### src/rtl/btb_pkg.sv
// Shared types for the BTB write-port scheduler.
// Entry layout, table geometry and scheduler states.
package btb_pkg;

    localparam int BTB_ENTRIES = 8;
    localparam int BTB_IDX_W   = $clog2(BTB_ENTRIES);
    localparam int BTB_TAG_W   = 3;
    localparam int BTB_TGT_W   = 6;

    typedef struct packed {
        logic                 valid;
        logic [BTB_IDX_W-1:0] idx;
        logic [BTB_TAG_W-1:0] tag;
        logic [BTB_TGT_W-1:0] tgt;
    } btb_wr_t;

    typedef enum logic {
        IDLE,
        SWEEP
    } btb_state_t;

endpackage

### src/rtl/btb_upd_fifo.sv
// Small synchronous FIFO of pending BTB writes.
// Flush wins over push and pop in the same cycle.
module btb_upd_fifo
    import btb_pkg::*;
#(
    parameter int DEPTH = 4,
    parameter int CW    = $clog2(DEPTH) + 1
) (
    input  logic          clk,
    input  logic          rst,
    input  logic          push,
    input  btb_wr_t       din,
    input  logic          pop,
    input  logic          flush,
    output btb_wr_t       dout,
    output logic          full,
    output logic          empty,
    output logic [CW-1:0] count
);

    localparam int PW = $clog2(DEPTH);

    btb_wr_t       mem [DEPTH];
    logic [PW-1:0] wptr;
    logic [PW-1:0] rptr;
    logic          do_push;
    logic          do_pop;

    assign full    = (count == CW'(DEPTH));
    assign empty   = (count == '0);
    assign do_push = push && !full;
    assign do_pop  = pop && !empty;
    assign dout    = mem[rptr];

    always_ff @(posedge clk or posedge rst) begin
        if (rst) begin
            wptr  <= '0;
            rptr  <= '0;
            count <= '0;
        end else if (flush) begin
            wptr  <= '0;
            rptr  <= '0;
            count <= '0;
        end else begin
            if (do_push) wptr <= wptr + 1'b1;
            if (do_pop)  rptr <= rptr + 1'b1;
            if (do_push && !do_pop)
                count <= count + 1'b1;
            else if (do_pop && !do_push)
                count <= count - 1'b1;
        end
    end

    // Storage needs no reset; occupancy gates every read.
    always_ff @(posedge clk) begin
        if (do_push && !flush) mem[wptr] <= din;
    end

endmodule

### src/rtl/btb_update_sched.sv
// BTB write-port scheduler: filters EX resolutions, queues
// the needed writes and issues one per cycle or sweeps the table.
module btb_update_sched
    import btb_pkg::*;
#(
    parameter int QDEPTH     = 4,
    parameter int ENTRIES    = BTB_ENTRIES,
    parameter int IDX_W      = $clog2(ENTRIES),
    parameter int TAG_W      = BTB_TAG_W,
    parameter int TGT_W      = BTB_TGT_W,
    parameter int STARVE_MAX = 3
) (
    input  logic                      clk,
    input  logic                      rst,
    input  logic                      upd_valid,
    output logic                      upd_ready,
    input  logic [7:0]                upd_pc,
    input  logic [7:0]                upd_target,
    input  logic                      upd_taken,
    input  logic                      upd_hit,
    input  logic                      upd_tgt_match,
    input  logic                      memory_stall,
    input  logic [IDX_W-1:0]          fetch_idx,
    input  logic                      inval_req,
    output logic                      wr_en,
    output logic [IDX_W-1:0]          wr_idx,
    output logic                      wr_valid,
    output logic [TAG_W-1:0]          wr_tag,
    output logic [TGT_W-1:0]          wr_tgt,
    output logic                      inval_busy,
    output logic [$clog2(QDEPTH):0]   q_count
);

    localparam int CW = $clog2(QDEPTH) + 1;
    localparam int SW = $clog2(STARVE_MAX + 1);

    btb_state_t       state;
    btb_state_t       state_nx;
    logic [IDX_W-1:0] sweep_cnt;
    logic [IDX_W-1:0] sweep_nx;
    logic [SW-1:0]    starve;
    logic [SW-1:0]    starve_nx;

    btb_wr_t upd_ent;
    btb_wr_t head;
    logic    want_alloc;
    logic    want_inval;
    logic    push;
    logic    fifo_full;
    logic    fifo_empty;
    logic    conflict;
    logic    issue;

    // Only mispredicting or stale entries cost a BTB write.
    always_comb begin
        upd_ent    = '0;
        want_alloc = upd_taken && (!upd_hit || !upd_tgt_match);
        want_inval = !upd_taken && upd_hit;
        upd_ent.valid = want_alloc;
        upd_ent.idx   = upd_pc[IDX_W+1:2];
        upd_ent.tag   = upd_pc[IDX_W+TAG_W+1:IDX_W+2];
        upd_ent.tgt   = want_alloc ? upd_target[TGT_W+1:2] : '0;
    end

    assign upd_ready = (state == IDLE) && !fifo_full;
    assign push      = upd_valid && upd_ready
                       && (want_alloc || want_inval);

    assign conflict = (head.idx == fetch_idx);
    assign issue    = (state == IDLE) && !fifo_empty
                      && !memory_stall
                      && (!conflict || starve == SW'(STARVE_MAX));

    btb_upd_fifo #(
        .DEPTH (QDEPTH),
        .CW    (CW)
    ) u_fifo (
        .clk   (clk),
        .rst   (rst),
        .push  (push),
        .din   (upd_ent),
        .pop   (issue),
        .flush (inval_req),
        .dout  (head),
        .full  (fifo_full),
        .empty (fifo_empty),
        .count (q_count)
    );

    always_comb begin
        starve_nx = starve;
        if (inval_req || issue)
            starve_nx = '0;
        else if (state == IDLE && !fifo_empty
                 && !memory_stall && conflict)
            starve_nx = starve + 1'b1;
    end

    always_comb begin
        state_nx   = state;
        sweep_nx   = sweep_cnt;
        wr_en      = 1'b0;
        wr_idx     = '0;
        wr_valid   = 1'b0;
        wr_tag     = '0;
        wr_tgt     = '0;
        inval_busy = 1'b0;
        unique case (state)
            IDLE: begin
                if (issue) begin
                    wr_en    = 1'b1;
                    wr_idx   = head.idx;
                    wr_valid = head.valid;
                    wr_tag   = head.tag;
                    wr_tgt   = head.tgt;
                end
            end
            SWEEP: begin
                inval_busy = 1'b1;
                wr_en      = 1'b1;
                wr_idx     = sweep_cnt;
                if (sweep_cnt == IDX_W'(ENTRIES - 1))
                    state_nx = IDLE;
                else
                    sweep_nx = sweep_cnt + 1'b1;
            end
            default: state_nx = IDLE;
        endcase
        if (inval_req) begin
            state_nx = SWEEP;
            sweep_nx = '0;
        end
    end

    always_ff @(posedge clk or posedge rst) begin
        if (rst) begin
            state     <= IDLE;
            sweep_cnt <= '0;
            starve    <= '0;
        end else begin
            state     <= state_nx;
            sweep_cnt <= sweep_nx;
            starve    <= starve_nx;
        end
    end

endmodule

### config.mk
export PLATFORM = sky130hd
export DESIGN_NAME = btb_update_sched
export DESIGN_NICKNAME = d
export VERILOG_FILES = /design/src/rtl/btb_pkg.sv /design/src/rtl/btb_upd_fifo.sv /design/src/rtl/btb_update_sched.sv
export SDC_FILE = /design/constraint.sdc
export NUM_CORES = 1
export LEC_CHECK = 0
export ABC_AREA = 1
export BUFFER_PORTS_ARGS = -buffer_cell sky130_fd_sc_hd__clkbuf_2
export CAP_MARGIN = 20
export CELL_PAD_IN_SITES_DETAIL_PLACEMENT = 1
export CELL_PAD_IN_SITES_GLOBAL_PLACEMENT = 1
export CORE_MARGIN = 4
export CORE_UTILIZATION = 44
export DETAILED_ROUTE_END_ITERATION = 16
export PLACE_DENSITY = 0.84
export SETUP_SLACK_MARGIN = 0.2
export SLEW_MARGIN = 5
export SYNTH_ARGS = -nofsm -noshare
export SYNTH_HDL_FRONTEND = slang
export SYNTH_HIERARCHICAL = 1
export SYNTH_SLANG_ARGS = --single-unit
### constraint.sdc
create_clock -name clk -period 3.2 [get_ports clk]
set_input_delay 0.16 -clock clk [delete_from_list [all_inputs] [get_ports clk]]
set_output_delay 0.16 -clock clk [all_outputs]
set_load 0.05 [all_outputs]
==> Word level (Yosys, flattened, before mapping) <==
Memory sizes are Yosys's and may differ from the RTL's.
Index checks and enable logic that the tools add are counted.
{ "totals": {"in_bits": 27, "latch_bits": 0, "wordCells": 83, "out_inout_bits": 19, "ff_bits": 13, "romBits": 0, "mem_bits_rw": 52, "memories": 1} }
{ "mem_list": {"columns": ["name", "words", "width", "rd", "rd_clocked_by_memory_dff", "write_ports", "line_no", "source"], "rows": [
  ["u_fifo.mem", 4, 13, 1, 0, 1, "btb_upd_fifo.sv:23", "btb_wr_t mem [DEPTH];"]
]} }
{ "op_classes": {"n_addsub": 6, "div": 0, "magnitude_cmp": 0, "n_eq_ne": 5, "shifts": 0, "mul": 0, "n_mux": 29, "bitwise": 1, "n_reduce_logical": 35} }
{ "op_table": {"columns": ["op", "count"], "rows": [
  ["2-to-1 mux 3 bit", 9],
  ["2-to-1 mux 6 bit", 3],
  ["logical AND 1 bit", 14],
  ["2-to-1 mux 2 bit", 6],
  ["zero test 1 bit", 10],
  ["2-to-1 mux 1 bit", 9],
  ["nonzero test 2 bit", 4],
  ["adder 2 x 1 -> 2 bit (second input constant)", 3],
  ["adder 3 x 1 -> 3 bit (second input constant)", 2],
  ["equality test 3 bit (second input constant)", 2],
  ["case mux 3 bit (2 select lines)", 1],
  ["logical OR 1 bit", 4],
  ["equality test 3 bit", 1],
  ["zero test 3 bit", 1],
  ["nonzero test 3 bit", 1],
  ["subtractor 3 x 1 -> 3 bit (second input constant)", 1],
  ["equality test 2 bit (second input constant)", 1],
  ["inequality test 2 bit (second input constant)", 1],
  ["case mux 1 bit (2 select lines)", 1],
  ["AND reduction 2 bit", 1],
  ["NOT 1 bit", 1]
]} }

==> Depth between registers and ports, before layout <==
Gate-level depths: netlist of run 1.
{ "depth": {"depth_word": 11, "mapped_depth": 20} }

==> Hierarchy <==
The synthesis of run 1 kept the hierarchy.
{ "modules_own_cells": {"columns": ["mod", "cells_each", "instances", "seq_area_each_um2", "area_each_um2"], "rows": [
  ["btb_upd_fifo", 196, 1, 1736.7, 2478.6],
  ["btb_update_sched", 104, 1, 150.1, 625.6]
]} }

==> Least setup slack after synthesis of run 1 <==
No wires, ideal clock.
{ "synth_timing": {"path_type": "reg2reg", "from": "register u_fifo.count[1]", "to": "memory u_fifo/mem[0][0] (netlist name), enable pin", "arrival_ns": 2.692, "setup_slack_ns": 0.125, "required_ns": 2.818, "stages_incl_launch_ff": 11, "n_path_buf": 0, "period_less_slack_ns": 3.075, "path_cell_list": "dfrtp_1 > nor2_2 > nand2_2 > inv_1 > nor2_1 > nand2_1 > a21oi_1 > nand2_1 > inv_1 > nand2_2 > nor2_1"} }
{ "synth_via": {"elab_chain_len": 9} }
{ "synth_rtl": {"columns": ["item", "line_no", "source"], "rows": [
  ["start, declared", "btb_upd_fifo.sv:18", "output logic [CW-1:0] count"],
  ["start signal, assigned", "btb_upd_fifo.sv:48", "count <= count + 1'b1;"],
  ["start signal, assigned", "btb_upd_fifo.sv:50", "count <= count - 1'b1;"],
  ["equality test 3 bit", "btb_upd_fifo.sv:29", "assign full = (count == CW'(DEPTH));"],
  ["via fifo_full", "btb_update_sched.sv:49", "logic fifo_full;"],
  ["zero test 1 bit", "btb_update_sched.sv:65", "assign upd_ready = (state == IDLE) && !fifo_full;"],
  ["logical AND 1 bit", "btb_update_sched.sv:65", null],
  ["via upd_ready", "btb_update_sched.sv:16", "output logic upd_ready,"],
  ["logical AND 1 bit", "btb_update_sched.sv:66", "assign push = upd_valid && upd_ready"],
  ["logical AND 1 bit", "btb_update_sched.sv:67", "&& (want_alloc || want_inval);"],
  ["via push", "btb_update_sched.sv:48", "logic push;"],
  ["logical AND 1 bit", "btb_upd_fifo.sv:31", "assign do_push = push && !full;"],
  ["logical AND 1 bit", "btb_upd_fifo.sv:56", "if (do_push && !flush) mem[wptr] <= din;"],
  ["2-to-1 mux 1 bit", "btb_upd_fifo.sv:56", null],
  ["2-to-1 mux 1 bit (implied by the code)", "btb_upd_fifo.sv:56", null],
  ["end, declared", "btb_upd_fifo.sv:23", null]
]} }
The timed path passes the listed nets, and every way through them passes these cells.

==> out/qor.yml, run 1 <==
status: "complete, no violations"
drive_above_1_share: 0.2325
rows: 30
reg2reg_to: "u_fifo/count[2]"
chipHeight_um: 92.00
port_buffers: 41
grt_pass1_wl_um: 12740
p_per_area_nw_per_um2: 504.0
synth_cell_types: 27
hold_path_depth: 1
drc_errors: 0
r2r_cells: 17
drt_wl_total_um: 7686
worst_pin_slew_ps: 482.3
start_util: 0.4544
htreeDepth: 3
whs_endpoint: "u_fifo/mem[2][7]"
fillers: 784
worst-path-max-fanout: 13
mostFrequentLayoutCell: "edfxtp_1"
hold_violations: 0
peakVddDrop_mv: 0.2460
min_from: "upd_pc[6]"
fp.dieW_um: 92.00
p_sw_mw: 0.3768
viasPerCell: 5.066
cts_buffer_depth: 2
clock_latency_ps: 340
grt_pass1_vias: 2536
cap_violations: 0
setup_viol: 0
final_cell_count_no_fill: 453
routedWlPerCell_um: 16.97
synth_compound_area_frac: 0.09190
finalCritPeriodShare: 0.8646
multi_input_area_um2: 929.6
synthAdderAreaFrac: 0.03869
ys_seq_elements: 65
firstDrtPassIters: 4
vias: 2295
slew_headroom: 0.6785
crit_path_end_kind: "register"
fin_crit_ps: 2767
drv_slew: 0
avgSynthCellArea_um2: 10.35
yosysTopAreaCell: "edfxtp_1"
ant_nets: 0
nets: 388
synth.net_count: 336
ys_seq_area_frac: 0.6078
post_synth_instance_area_um2: 3104
place_congestion: 0.7160
grt.total_usage: 0.1985
fp.dieArea_um2: 8463
rsz0062_at_grt: "false"
coreArea_um2: 6832
overflow: 0
drt-initial-drc-count: 131
worstPathRequired_ps: 3440
clk_pin_slew_ps: 80
area_delta_synth_final_pct: 17.41
synth.area.mux_share: 0
synth_top_family_by_area: "simple AND/OR/NAND/NOR gates"
fmax_mhz: 361.5
grt_max_degree: 30
synth-xor-area-share: 0.002821
ff2ff_setup_slack_ps: 430
path_class: "register to register"
pwr-share-clk: 0.454
diodes: 0
dpl.cell_count: 436
antenna_found_initial: 0
regArea_um2: 1887
dp_hpwl_um: 5003
design.portCount: 46
cts_buffers: 9
cts_tree: "done"
ctsRootBufferMaster: "clkbuf_8"
clock-sinks: 65
start_kind: "register"
arrival_ps: 3000
power.share.switching: 0.2051
reg2reg_from: "u_fifo/rptr[1]"
seq_power_share: 0.501
layout_common_cells: "edfxtp_1 (52), inv_1 (49), nor2_1 (49)"
holdCritPathClass: "primary input to register"
synth_area_leaders: "edfxtp_1 (50%), dfrtp_1 (10%), nor2_1 (6.0%)"
yosys.area_share.simple: 0.1632
fin_skew_ps: 10.45
synthCells: 300
yosysWarnings: 6
power.internal_mw: 1.460
yosys.area.top_type_share: 0.5030
final.setup.tns_ps: 0
combPwrFrac: 0.044
p_leak_nw: 1.640
synthesized netlist by cell type:
library cell	n
inv_1	49
buf_2	1
nor2_1	50
xnor2_1	1
inv_2	2
nand2_1	36
nand2_4	1
dfrtp_1	13
o21bai_1	1
o21ai_0	17
clkbuf_8	1
buf_8	2
o22ai_1	13
ha_1	8
nand3_1	9
nor2_2	9
a21oi_1	3
nand4_1	5
edfxtp_1	52
nor2_4	1
nand2_2	2
buf_6	5
o21ai_1	15
o22ai_2	1
nor3_4	1
fa_1	1
o21ai_2	1
final cells by class:
class,instances,share of cell area
clock buffer,11,0.03605
clock inverter,5,0.02849
inverter,51,0.05321
multi-input combinational,175,0.2551
sequential,65,0.5177
tap,96,0.03296
timing repair buffer,50,0.07655
per-layer routing:
metal / GRT usage / part of all wire / routed length, µm
met1: 0.2311 / 0.39 / 3019
met3: 0.04348 / 0.052 / 399
met4: 0.07921 / 0.018 / 142
met2: 0.3540 / 0.54 / 4125
met5: 0 / 0 / 0
worst max-delay path by stage:
stage / endpoint / startpoint
after floorplan: u_fifo/mem[0][0] / u_fifo/count[1]
after global placement: u_fifo/count[1] / u_fifo/rptr[1]
after detailed placement: u_fifo/count[1] / u_fifo/rptr[1]
after CTS: wr_idx[1] / u_fifo/rptr[1]
after global routing: u_fifo/count[2] / u_fifo/rptr[1]
final: u_fifo/count[2] / u_fifo/rptr[1]
metrics by stage:
step	power (mW)	utilization	setup slack, ps	hold slack [ps]	instance area [µm²]
2_1_floorplan	0.9856	-	375.1	-49.04	3107
6_report	1.837	0.5335	433.4	28.01	3645
5_1_grt	1.899	0.5335	238.9	32.16	3645
4_1_cts	1.845	0.5317	356.6	22.81	3632
3_3_place_gp	1.014	0.4958	618.1	78.49	3387
3_5_place_dp	1.018	0.4958	500.4	84.23	3387
flip-flops by register name, summed over array words and instances, names as in the netlist:
register	flops
sweep_cnt	3
starve	2
state	1
u_fifo/rptr	2
u_fifo/wptr	2
u_fifo/mem	52
u_fifo/count	3
power groups by stage:
| stage | clock network, mW | logic [mW] | registers, mW |
|---|---|---|---|
| global route | 0.887 | 0.0914 | 0.921 |
| floorplan | 0 | 0.0463 | 0.939 |
| detailed placement | 0 | 0.0790 | 0.939 |
| CTS | 0.842 | 0.0818 | 0.921 |
| finish | 0.834 | 0.0815 | 0.921 |
| global placement | 0 | 0.0754 | 0.939 |
critical path, cell delays in order (launching register included):
cell     delay, ps
dfrtp_1        590
inv_4          150
o21ai_1        120
o22ai_1        110
inv_1          110
nand2_1         70
nand3_1        110
inv_1           60
nand2_1        100
nand2_4         50
inv_1          110
nand2_1        120
ha_1           260
fa_1           420
inv_1           90
nand2_1         50
nand3_1         70
nand2_1         50
logic make-up after synthesis:
kind of cell,Yosys count
buffers and inverters,60
flip-flops,65
adder cells (fa/ha/maj),9
AND/OR/NAND/NOR,114
AO/OA/AOI/OAI,51
XOR/XNOR,1
timing repair:
item | CTS | global route
buffers inserted | 0 | 0
hold buffers | 1 | 0
gates resized for setup | 0 | 3
endpoints found under the hold margin | 13 | 0
setup endpoints to repair | 0 | 15
Power figures use the tool's default switching activity.
==> run 2: changes to the inputs <==
- CTS_BUF_LIST: unset -> sky130_fd_sc_hd__clkbuf_16
==> out/qor.yml, run 2 (synthesis results as in run 1) <==
clk_pin_slew_ps: 50  # was 80 ps
worst_pin_slew_ps: 450.0  # was 482.3 ps
fin_skew_ps: 4.363  # was 10.45 ps
largest_register_ffs: 52  # unchanged
regArea_um2: 1888  # was 1887 µm²
viasPerCell: 5.088  # was 5.066
path_cells: "inv_2 > nor2_1 > o22ai_2 > nand2_1 > nand3_1 > inv_1 > nand2_1 > nand2_4 > inv_1 > nand2_1 > ha_1 > fa_1 > inv_1 > nand2_1 > nand3_1 > nand2_1"  # was inv_4 > o21ai_1 > o22ai_1 > inv_1 > nand2_1 > nand3_1 > inv_1 > nand2_1 > nand2_4 > inv_1 > nand2_1 > ha_1 > fa_1 > inv_1 > nand2_1 > nand3_1 > nand2_1
crit_start: "u_fifo/rptr[0]"  # was u_fifo/rptr[1]
htreeDepth: 3  # unchanged
place_area_um2: 3387  # unchanged
cts_buffers: 9  # unchanged
drt-initial-drc-count: 107  # was 131
fp.dieW_um: 92.00  # unchanged
hold_violations: 0  # unchanged
area_delta_synth_final_pct: 20.72  # was 17.41%
grt_pass1_vias: 2627  # was 2,536
design.portCount: 46  # unchanged
cts_tree: "done"  # unchanged
cts_buffer_depth: 2  # unchanged
critPathTopFamily: "simple AND/OR/NAND/NOR gates"  # was adder cells
ctsRootBufferMaster: "clkbuf_16"  # was clkbuf_8
peakVddDrop_mv: 0.3462  # was 0.2460 mV
setup_viol: 0  # unchanged
drv_slew: 0  # unchanged
min_from: "upd_pc[5]"  # was upd_pc[6]
diodes: 0  # unchanged
start_kind: "register"  # unchanged
coreArea_um2: 6832  # unchanged
final.setup.tns_ps: 0  # unchanged
whs_ps: 55.11  # was 28.01 ps
largest_registers: "u_fifo/mem (52), sweep_cnt (3), u_fifo/count (3)"  # unchanged
fillers: 785  # was 784
reg2reg_from: "u_fifo/rptr[0]"  # was u_fifo/rptr[1]
crit_path_end_kind: "register"  # unchanged
crit_top_cell: "nand2_1"  # unchanged
slew_headroom: 0.7000  # was 0.6785
fp.dieArea_um2: 8463  # unchanged
fin_crit_ps: 2773  # was 2767 ps
antenna_found_initial: 0  # unchanged
layout_common_cells: "edfxtp_1 (52), inv_1 (51), nor2_1 (49)"  # was edfxtp_1 (52), inv_1 (49), nor2_1 (49)
vias: 2305  # was 2,295
drive_above_1_share: 0.2353  # was 0.2325
slowest_delay_ps: 420  # was 590 ps
grt.total_usage: 0.2078  # was 0.1985
holdCritPathClass: "primary input to register"  # unchanged
power.total_mw: 2.107  # was 1.837 mW
place_congestion: 0.7160  # unchanged
routedWlPerCell_um: 17.52  # was 16.97 µm
critical_path.slowest_cell: "fa_1"  # was dfrtp_1
arrival_ps: 2980  # was 3000 ps
status: "complete, no violations"  # unchanged
nets: 388  # unchanged
chipHeight_um: 92.00  # unchanged
worstPathRequired_ps: 3410  # was 3440 ps
cap_violations: 0  # unchanged
p_per_area_nw_per_um2: 562.3  # was 504.0 nW/µm²
multi_input_area_um2: 929.6  # unchanged
grt_max_degree: 30  # unchanged
rsz0062_at_grt: "false"  # unchanged
drc_errors: 0  # unchanged
worst-path-max-fanout: 15  # was 13
mostFrequentLayoutCell: "edfxtp_1"  # unchanged
postLayoutCellArea_um2: 3747  # was 3645 µm²
clock_latency_ps: 320  # was 340 ps
finalCritPeriodShare: 0.8665  # was 0.8646
drt_wl_total_um: 7935  # was 7686 µm
ant_nets: 0  # unchanged
fmax_mhz: 360.6  # was 361.5 MHz
clock-sinks: 65  # unchanged
largest_register: "u_fifo/mem"  # unchanged
crit_buf_inv: 4  # was 5
overflow: 0  # unchanged
port_buffers: 41  # unchanged
start_util: 0.4544  # unchanged
p_leak_nw: 1.692  # was 1.640 nW
rows: 30  # unchanged
dp_hpwl_um: 5003  # unchanged
firstDrtPassIters: 4  # unchanged
path_class: "register to register"  # unchanged
grt_pass1_wl_um: 13330  # was 12,740 µm
## run 2: cell count changes in the layout (fill, tap and decap cells not counted), sizes merged
cell | before | now
clkbuf | 52 | 50
inv | 51 | 53
## run 2: stage by stage
step                setup WS [ps]  cells    util
floorplan                   375.1    300       -
CTS                         261.4    453  0.5465
detailed placement          500.4    436  0.4958
global route                203.1    453  0.5485
finish                      427.2    453  0.5485
global placement            618.1    436  0.4958
## run 2: path summary, 6_finish.rpt
path | to | slack, ps | cells after the start
max | u_fifo/count[2] | 430 | 16
min | u_fifo/mem[3][6] | 60 | 1
max reg2reg | u_fifo/count[2] | 430 | 16
min reg2reg | starve[1] | 550 | 2
max in group asynchronous | u_fifo/rptr[1] | 2590 | 3
min in group asynchronous | starve[0] | 320 | 3
## run 2: final cells by class
type	instances	share of cell area
flip-flops and latches	65	0.5038
multi-input cells	175	0.2481
repair buffers	50	0.07446
clock buffers	9	0.06010
inverters	51	0.05175
well taps	96	0.03205
clock inverters	7	0.02972
## run 2: worst reg2reg max path: cells and delay by family, from the launching register on
family                   cells  cell delay, ps
flip-flops                   1             400
buffers and inverters        4             500
AND/OR/NAND/NOR              9             830
AO/OA/AOI/OAI                1             250
adder cells (fa/ha/maj)      2             690
## run 2: routing by layer
metal	part of all wire	track usage	vias up	routed length, µm
li1	-	-	1100	-
met1	0.40	0.2337	1132	3195
met2	0.53	0.3777	58	4241
met3	0.042	0.05250	15	333
met4	0.021	0.07673	0	165
met5	0	0	-	0
## run 2: power by group
group	leakage (nW)	total (mW)	switching (mW)	internal (mW)
clock	0.172	1.10	0.349	0.754
sequential	0.644	0.922	0.00387	0.919
combinational	0.877	0.0814	0.0568	0.0246
total	1.69	2.11	0.409	1.70
## run 2: timing repair
| action | CTS | global route |
|---|---|---|
| setup endpoints to repair | 0 | 5 |
| hold endpoints to repair | 13 | 0 |
| buffers inserted | 0 | 0 |
| resized for setup | 0 | 4 |
| hold buffers | 1 | 0 |
